==> config.mk <==
export PLATFORM = sky130hd
export DESIGN_NAME = execute
export DESIGN_NICKNAME = d
export VERILOG_FILES = /design/src/rtl/execute_pkg.sv /design/src/rtl/exec_alu.sv /design/src/rtl/execute.sv
export SDC_FILE = /design/constraint.sdc
export NUM_CORES = 1
export LEC_CHECK = 0
export BUFFER_PORTS_ARGS = -buffer_cell sky130_fd_sc_hd__buf_2
export CELL_PAD_IN_SITES_DETAIL_PLACEMENT = 1
export CELL_PAD_IN_SITES_GLOBAL_PLACEMENT = 2
export CORE_MARGIN = 10
export CORE_UTILIZATION = 35
export CTS_BUF_LIST = sky130_fd_sc_hd__clkbuf_8
export CTS_CLUSTER_DIAMETER = 150
export DETAILED_ROUTE_END_ITERATION = 10
export HOLD_SLACK_MARGIN = 0.08
export PLACE_DENSITY = 0.93
export SYNTH_ARGS = -nofsm -noshare
export SYNTH_HDL_FRONTEND = slang
export SYNTH_SLANG_ARGS = --single-unit
export TNS_END_PERCENT = 50
==> constraint.sdc <==
create_clock -name clk -period 9.8 [get_ports clk]
set_input_delay 2.94 -clock clk [delete_from_list [all_inputs] [get_ports clk]]
set_output_delay 2.94 -clock clk [all_outputs]
set_load 0.02 [all_outputs]
==> src/rtl/execute_pkg.sv <==
// Shared opcode and instruction-field definitions for the execute stage.
// Optional multiplier support is enabled by defining EXECUTE_MUL_EN.
package execute_pkg;

    localparam logic [6:0] OPC_LUI    = 7'b0110111;
    localparam logic [6:0] OPC_AUIPC  = 7'b0010111;
    localparam logic [6:0] OPC_JAL    = 7'b1101111;
    localparam logic [6:0] OPC_JALR   = 7'b1100111;
    localparam logic [6:0] OPC_BRANCH = 7'b1100011;
    localparam logic [6:0] OPC_LOAD   = 7'b0000011;
    localparam logic [6:0] OPC_STORE  = 7'b0100011;
    localparam logic [6:0] OPC_OPIMM  = 7'b0010011;
    localparam logic [6:0] OPC_OP     = 7'b0110011;

    localparam logic [2:0] F3_ADD  = 3'd0;
    localparam logic [2:0] F3_SLL  = 3'd1;
    localparam logic [2:0] F3_SLT  = 3'd2;
    localparam logic [2:0] F3_SLTU = 3'd3;
    localparam logic [2:0] F3_XOR  = 3'd4;
    localparam logic [2:0] F3_SR   = 3'd5;
    localparam logic [2:0] F3_OR   = 3'd6;
    localparam logic [2:0] F3_AND  = 3'd7;

    localparam logic [2:0] F3_BEQ  = 3'd0;
    localparam logic [2:0] F3_BNE  = 3'd1;
    localparam logic [2:0] F3_BLT  = 3'd4;
    localparam logic [2:0] F3_BGE  = 3'd5;
    localparam logic [2:0] F3_BLTU = 3'd6;
    localparam logic [2:0] F3_BGEU = 3'd7;

    localparam logic [6:0] F7_BASE   = 7'h00;
    localparam logic [6:0] F7_ALT    = 7'h20;
    localparam logic [6:0] F7_MULDIV = 7'h01;

    typedef enum logic {IDLE, MUL} exec_state_e;

    function automatic logic [6:0] get_opcode(input logic [31:0] inst);
        return inst[6:0];
    endfunction

    function automatic logic [2:0] get_funct3(input logic [31:0] inst);
        return inst[14:12];
    endfunction

    function automatic logic [6:0] get_funct7(input logic [31:0] inst);
        return inst[31:25];
    endfunction

    function automatic logic [31:0] imm_i(input logic [31:0] inst);
        return {{20{inst[31]}}, inst[31:20]};
    endfunction

    function automatic logic [31:0] imm_s(input logic [31:0] inst);
        return {{20{inst[31]}}, inst[31:25], inst[11:7]};
    endfunction

    function automatic logic [31:0] imm_b(input logic [31:0] inst);
        return {{19{inst[31]}}, inst[31], inst[7], inst[30:25], inst[11:8], 1'b0};
    endfunction

    function automatic logic [31:0] imm_u(input logic [31:0] inst);
        return {inst[31:12], 12'h000};
    endfunction

    function automatic logic [31:0] imm_j(input logic [31:0] inst);
        return {{11{inst[31]}}, inst[31], inst[19:12], inst[20], inst[30:21], 1'b0};
    endfunction

endpackage

==> src/rtl/exec_alu.sv <==
// Combinational RV32I integer ALU; alt selects SUB and SRA.
module exec_alu
    import execute_pkg::*;
(
    input  logic [31:0] a,
    input  logic [31:0] b,
    input  logic [2:0]  funct3,
    input  logic        alt,
    output logic [31:0] result
);

    always_comb begin
        result = '0;
        case (funct3)
            F3_ADD:  result = alt ? (a - b) : (a + b);
            F3_SLL:  result = a << b[4:0];
            F3_SLT:  result = {31'b0, $signed(a) < $signed(b)};
            F3_SLTU: result = {31'b0, a < b};
            F3_XOR:  result = a ^ b;
            F3_SR:   result = alt ? 32'($signed(a) >>> b[4:0]) : (a >> b[4:0]);
            F3_OR:   result = a | b;
            F3_AND:  result = a & b;
            default: result = '0;
        endcase
    end

endmodule

==> src/rtl/execute.sv <==
// Execute stage: ALU, branch resolution and jump redirect with a registered
// output stage. Defining EXECUTE_MUL_EN adds a two-cycle MUL/MULH* path.
module execute
    import execute_pkg::*;
#(
    parameter bit MISALIGN_CHECK = 1'b1
) (
    input  logic        clk,
    input  logic        rst,
    input  logic        valid_i,
    output logic        ready_o,
    input  logic [31:0] pc_i,
    input  logic [31:0] inst_i,
    input  logic [31:0] r0data_i,
    input  logic [31:0] r1data_i,
    output logic        valid_ro,
    input  logic        ready_i,
    output logic [31:0] pc_ro,
    output logic [31:0] inst_ro,
    output logic [31:0] result_ro,
    output logic [31:0] store_data_ro,
    output logic        illegal_ro,
    output logic        jump_taken_o,
    output logic [31:0] jump_pc_o
);

`ifdef EXECUTE_MUL_EN
    localparam bit MUL_EN = 1'b1;
`else
    localparam bit MUL_EN = 1'b0;
`endif

    // Handshake: a word moves on either side only when valid and ready are
    // both high at a rising clk edge; cke stalls the whole output register.
    exec_state_e state;
    logic        cke;
    logic        accept;

    logic [6:0]  opcode;
    logic [2:0]  funct3;
    logic [6:0]  funct7;
    logic [31:0] alu_b;
    logic        alu_alt;
    logic [31:0] alu_result;
    logic [31:0] result;
    logic        illegal;
    logic        want_jump;
    logic        branch_taken;
    logic [31:0] target;
    logic        mul_op;
    logic [31:0] mul_result;

    assign cke     = ~valid_ro | ready_i;
    assign ready_o = cke & (state == IDLE);
    assign accept  = valid_i & ready_o;

    assign opcode  = get_opcode(inst_i);
    assign funct3  = get_funct3(inst_i);
    assign funct7  = get_funct7(inst_i);
    assign alu_b   = (opcode == OPC_OP) ? r1data_i : imm_i(inst_i);
    assign alu_alt = inst_i[30] & ((opcode == OPC_OP) | (funct3 == F3_SR));

    exec_alu u_alu (
        .a      (r0data_i),
        .b      (alu_b),
        .funct3 (funct3),
        .alt    (alu_alt),
        .result (alu_result)
    );

    always_comb begin
        branch_taken = 1'b0;
        case (funct3)
            F3_BEQ:  branch_taken = (r0data_i == r1data_i);
            F3_BNE:  branch_taken = (r0data_i != r1data_i);
            F3_BLT:  branch_taken = ($signed(r0data_i) < $signed(r1data_i));
            F3_BGE:  branch_taken = ($signed(r0data_i) >= $signed(r1data_i));
            F3_BLTU: branch_taken = (r0data_i < r1data_i);
            F3_BGEU: branch_taken = (r0data_i >= r1data_i);
            default: branch_taken = 1'b0;
        endcase
    end

    always_comb begin
        result    = '0;
        illegal   = 1'b0;
        want_jump = 1'b0;
        target    = '0;
        mul_op    = 1'b0;
        case (opcode)
            OPC_OP: begin
                result = alu_result;
                if (MUL_EN && funct7 == F7_MULDIV && !funct3[2])
                    mul_op = 1'b1;
                else if (!(funct7 == F7_BASE ||
                           (funct7 == F7_ALT && (funct3 == F3_ADD || funct3 == F3_SR))))
                    illegal = 1'b1;
            end
            OPC_OPIMM: result = alu_result;
            OPC_LUI:   result = imm_u(inst_i);
            OPC_AUIPC: result = pc_i + imm_u(inst_i);
            OPC_JAL: begin
                result    = pc_i + 32'd4;
                target    = pc_i + imm_j(inst_i);
                want_jump = 1'b1;
            end
            OPC_JALR: begin
                result    = pc_i + 32'd4;
                target    = (r0data_i + imm_i(inst_i)) & ~32'd1;
                want_jump = 1'b1;
            end
            OPC_LOAD:  result = r0data_i + imm_i(inst_i);
            OPC_STORE: result = r0data_i + imm_s(inst_i);
            OPC_BRANCH: begin
                target    = pc_i + imm_b(inst_i);
                want_jump = branch_taken;
                illegal   = (funct3 == 3'd2) || (funct3 == 3'd3);
            end
            default: illegal = 1'b1;
        endcase
        // Only a target that would actually be followed is checked for alignment.
        if (MISALIGN_CHECK && want_jump && target[1])
            illegal = 1'b1;
        if (illegal) begin
            result    = '0;
            want_jump = 1'b0;
            mul_op    = 1'b0;
        end
    end

    assign jump_taken_o = accept & want_jump;
    assign jump_pc_o    = jump_taken_o ? target : '0;

`ifdef EXECUTE_MUL_EN
    logic [31:0]        mul_a;
    logic [31:0]        mul_b;
    logic [1:0]         mul_sel;
    logic signed [63:0] mul_pa;
    logic signed [63:0] mul_pb;
    logic signed [63:0] product;

    // sel 1 = MULH (both signed), 2 = MULHSU (rs1 signed), 3 = MULHU.
    always_comb begin
        mul_pa     = {{32{mul_a[31] & (mul_sel == 2'd1 || mul_sel == 2'd2)}}, mul_a};
        mul_pb     = {{32{mul_b[31] & (mul_sel == 2'd1)}}, mul_b};
        product    = mul_pa * mul_pb;
        mul_result = (mul_sel == 2'd0) ? product[31:0] : product[63:32];
    end
`else
    assign mul_result = '0;
`endif

    always_ff @(posedge clk or posedge rst) begin
        if (rst) begin
            state         <= IDLE;
            valid_ro      <= 1'b0;
            pc_ro         <= '0;
            inst_ro       <= '0;
            result_ro     <= '0;
            store_data_ro <= '0;
            illegal_ro    <= 1'b0;
`ifdef EXECUTE_MUL_EN
            mul_a         <= '0;
            mul_b         <= '0;
            mul_sel       <= '0;
`endif
        end else if (cke) begin
            if (state == MUL) begin
                valid_ro   <= 1'b1;
                result_ro  <= mul_result;
                illegal_ro <= 1'b0;
                state      <= IDLE;
            end else if (accept) begin
                pc_ro         <= pc_i;
                inst_ro       <= inst_i;
                store_data_ro <= r1data_i;
                illegal_ro    <= illegal;
                if (mul_op) begin
                    valid_ro  <= 1'b0;
                    result_ro <= '0;
`ifdef EXECUTE_MUL_EN
                    state     <= MUL;
                    mul_a     <= r0data_i;
                    mul_b     <= r1data_i;
                    mul_sel   <= funct3[1:0];
`endif
                end else begin
                    valid_ro  <= 1'b1;
                    result_ro <= result;
                end
            end else begin
                valid_ro <= 1'b0;
            end
        end
    end

endmodule

==> results_dict.tcl <==
set metrics [dict create \
    grt_pass1_vias 26110 \
    num_io_pins 296 \
    timing.final.crit_share 0.9747 \
    drive_above_1_share 0.1807 \
    syn-num-nets 3375 \
    cts.htree.levels 4 \
    synthesis.area_sq_mm 0.02194 \
    grt_usage 0.3282 \
    worst_pin_slew_ns 1.226 \
    fmax_mhz 104.7 \
    antenna_found_initial 7 \
    p_switching_mw 1.339 \
    setup_viol 0 \
    core_sq_mm 0.06194 \
    timing.slew.headroom 0.1718 \
    endpoint_kind "primary output" \
    finish.utilization 0.4037 \
    hold_viol_final 0 \
    grt_max_degree 89 \
    clk_pin_slew_ns 0.10 \
    netlist_instances 3026 \
    vias 26650 \
    yosysSeqAreaShare 0.1483 \
    post-cts-setup-buffers 0 \
    power.leakage_nw 11.25 \
    fin_crit_ns 9.552 \
    post-place-ws_ns -0.2578 \
    setup_tns_ns 0 \
    setup_slack_ns 0.2480 \
    swShare 0.5041 \
    cap_violations 0 \
    p_int_mw 1.318 \
    ir_drop_v 0.00006325 \
    arrival_ns 6.61 \
    postRouteAntennaNets 0 \
    min_path_type "reg -> reg" \
    grt_overflow 0 \
    cts_tree "built" \
    fillers 7960 \
    clock_path_buffers 2 \
    grt_pass1_wl_mm 181.7 \
    vias_per_cell 6.473 \
    port_buffers 294 \
    ys_warn_count 0 \
    gp_congestion 1.078 \
    ys.flop_type "dfrtp_1" \
    synth-seq-cells 130 \
    path_max_fanout 5 \
    fin_skew_ns 0.02590 \
    cp_data_required_time_ns 6.86 \
    postSynthAreaPerCell_sq_um 7.251 \
    first_iter_violations 3172 \
    power.density_mw_per_mm2 106.3 \
    synth-edff-count 0 \
    synth_common_cells "nand2_1 (294), o21ai_0 (294), a21oi_1 (288), nor2_1 (279), ha_1 (211)" \
    seq_power_share 0.234 \
    yosys.area.top_type "dfrtp_1" \
    synthTopCellsByArea "dfrtp_1 (15%), ha_1 (12%), o21ai_0 (6.7%)" \
    area_growth_pct 13.95 \
    die_w_um 270.4 \
    p_comb_frac 0.558 \
    drt_pre_antenna_iters 6 \
    async_flop_share 1.000 \
    worstSetupPathType "in -> out" \
    wirelength_mm 125.9 \
    synth_top_cell_area_share 0.1483 \
    insertion_delay_ns 0.60 \
    nNetsFinal 3612 \
    drcViolationCount 0 \
    p_clk_frac 0.208 \
    die_h_um 270.4 \
    yosysUniqueCellTypes 99 \
    status "finished clean" \
    slew_violations 0 \
    dieArea_sq_mm 0.07311 \
    std_cell_rows 91 \
    drt-wirelength-per-cell_um 30.57 \
    start_util 0.3543 \
    rsz0062_at_grt "yes" \
    crit_path_start_kind "input port" \
    hpwl_mm 99.83 \
    clkSinkCount 130 \
    root_buffer "clkbuf_8" \
    cts_buffers 17 \
]
[final cells by class]
type / instances / area [sq um] / area share
clock buffers: 17 / 234.0 / 0.009358
multi-input cells: 2545 / 17330 / 0.6932
clock inverters: 15 / 185.2 / 0.007406
well taps: 837 / 1047 / 0.04189
flip-flops and latches: 130 / 3253 / 0.1301
repair buffers: 405 / 2317 / 0.09268
diodes: 4 / 10.01 / 0.0004003
inverters: 164 / 623.1 / 0.02492
[stage by stage]
stage	power, mW	area [sq um]	cells	hold WS (ns)
6_report	2.657	25000	4117	0.4810
5_1_grt	2.770	25000	4114	0.5135
4_1_cts	2.610	24950	4113	0.4886
3_5_place_dp	2.051	24520	4081	0.4653
3_3_place_gp	2.031	24520	4081	0.4551
2_1_floorplan	1.504	21940	3026	0.5900
[state kept, by name (all words and copies together), names as in the netlist]
name,count
illegal_ro,1
pc_ro,32
store_data_ro,32
valid_ro,1
inst_ro,32
result_ro,32
[repair_timing]
| action | CTS | global route |
|---|---|---|
| pin swaps | 0 | 2 |
| gates resized for setup | 4 | 12 |
| hold buffers | 0 | 0 |
| setup endpoints to repair | 6 | 10 |
| hold endpoints to repair | 0 | 0 |
[final timing paths]
path	startpoint	to	slack, ns	cells past startpoint
worst min register to register	store_data_ro[19]$_DFFE_PP0P_	store_data_ro[19]$_DFFE_PP0P_	0.48	2
worst max register to register	valid_ro$_DFFE_PP0N_	result_ro[19]$_DFFE_PP0P_	6.17	8
worst min-delay path	store_data_ro[19]$_DFFE_PP0P_	store_data_ro[19]$_DFFE_PP0P_	0.48	2
min in group asynchronous	rst	inst_ro[26]$_DFFE_PP0P_	2.56	2
max in group asynchronous	rst	store_data_ro[23]$_DFFE_PP0P_	6.07	3
worst max-delay path	inst_i[1]	jump_pc_o[23]	0.25	20
[routing by layer]
metal / vias up / track usage / share of wire
met5: - / 0 / 0.00029
met4: 6 / 0.1429 / 0.048
met3: 313 / 0.09196 / 0.11
met2: 1566 / 0.4970 / 0.43
met1: 13150 / 0.4280 / 0.41
li1: 11610 / - / -
[cells in the final DEF, fill, tap and decap left out, types with 32 or more instances in the layout]
| cell | netlist | final |
|---|---|---|
| mux2i_1 | 94 | 93 |
| a31oi_1 | 47 | 47 |
| o221ai_1 | 32 | 32 |
| nand3_1 | 71 | 70 |
| buf_4 | 3 | 110 |
| mux2_2 | 83 | 83 |
| o21ai_0 | 294 | 290 |
| nor3_1 | 58 | 57 |
| inv_1 | 159 | 158 |
| a21o_1 | 88 | 88 |
| xor2_1 | 48 | 48 |
| o211ai_1 | 44 | 44 |
| a21oi_1 | 288 | 287 |
| nand2_1 | 294 | 292 |
| nor2_1 | 279 | 276 |
| a211oi_1 | 50 | 49 |
| buf_2 | 41 | 294 |
| nand4_1 | 34 | 34 |
| dfrtp_1 | 130 | 130 |
| ha_1 | 211 | 211 |
| xnor2_1 | 94 | 94 |
[worst max-delay path, cell delays in order]
cell and delay [ns]:
buf_2 0.09, nand2_1 0.08, nor3_2 0.24, nand2_2 0.17, mux2_2 0.31, ha_1 0.20
inv_1 0.07, fa_1 0.22, nor2b_1 0.06, o21ai_1 0.21, a21boi_2 0.14, o21ai_2 0.23
nand3_2 0.18, a311oi_2 0.31, o21bai_1 0.11, a21o_1 0.20, a21oi_1 0.18, mux2_2 0.35
a21oi_1 0.12, buf_2 0.19
[power by group through the flow]
| stage | clock network (mW) | logic, mW | registers [mW] |
|---|---|---|---|
| after floorplan | 0 | 0.802 | 0.702 |
| after global placement | 0 | 1.40 | 0.627 |
| after CTS | 0.560 | 1.43 | 0.622 |
| after global routing | 0.576 | 1.56 | 0.630 |
| final | 0.553 | 1.48 | 0.622 |
| after detailed placement | 0 | 1.42 | 0.632 |
[kinds of logic after synthesis]
logic type	count (synthesis)	share of synthesized area
AO/OA/AOI/OAI	1105	0.3213
AND/OR/NAND/NOR	890	0.1841
buffers and inverters	351	0.06632
adder cells (fa/ha/maj)	217	0.1258
multiplexers	190	0.09739
XOR/XNOR	142	0.05668
flip-flops	130	0.1483
other	1	0.0001709
Power figures use the tool's default switching activity.
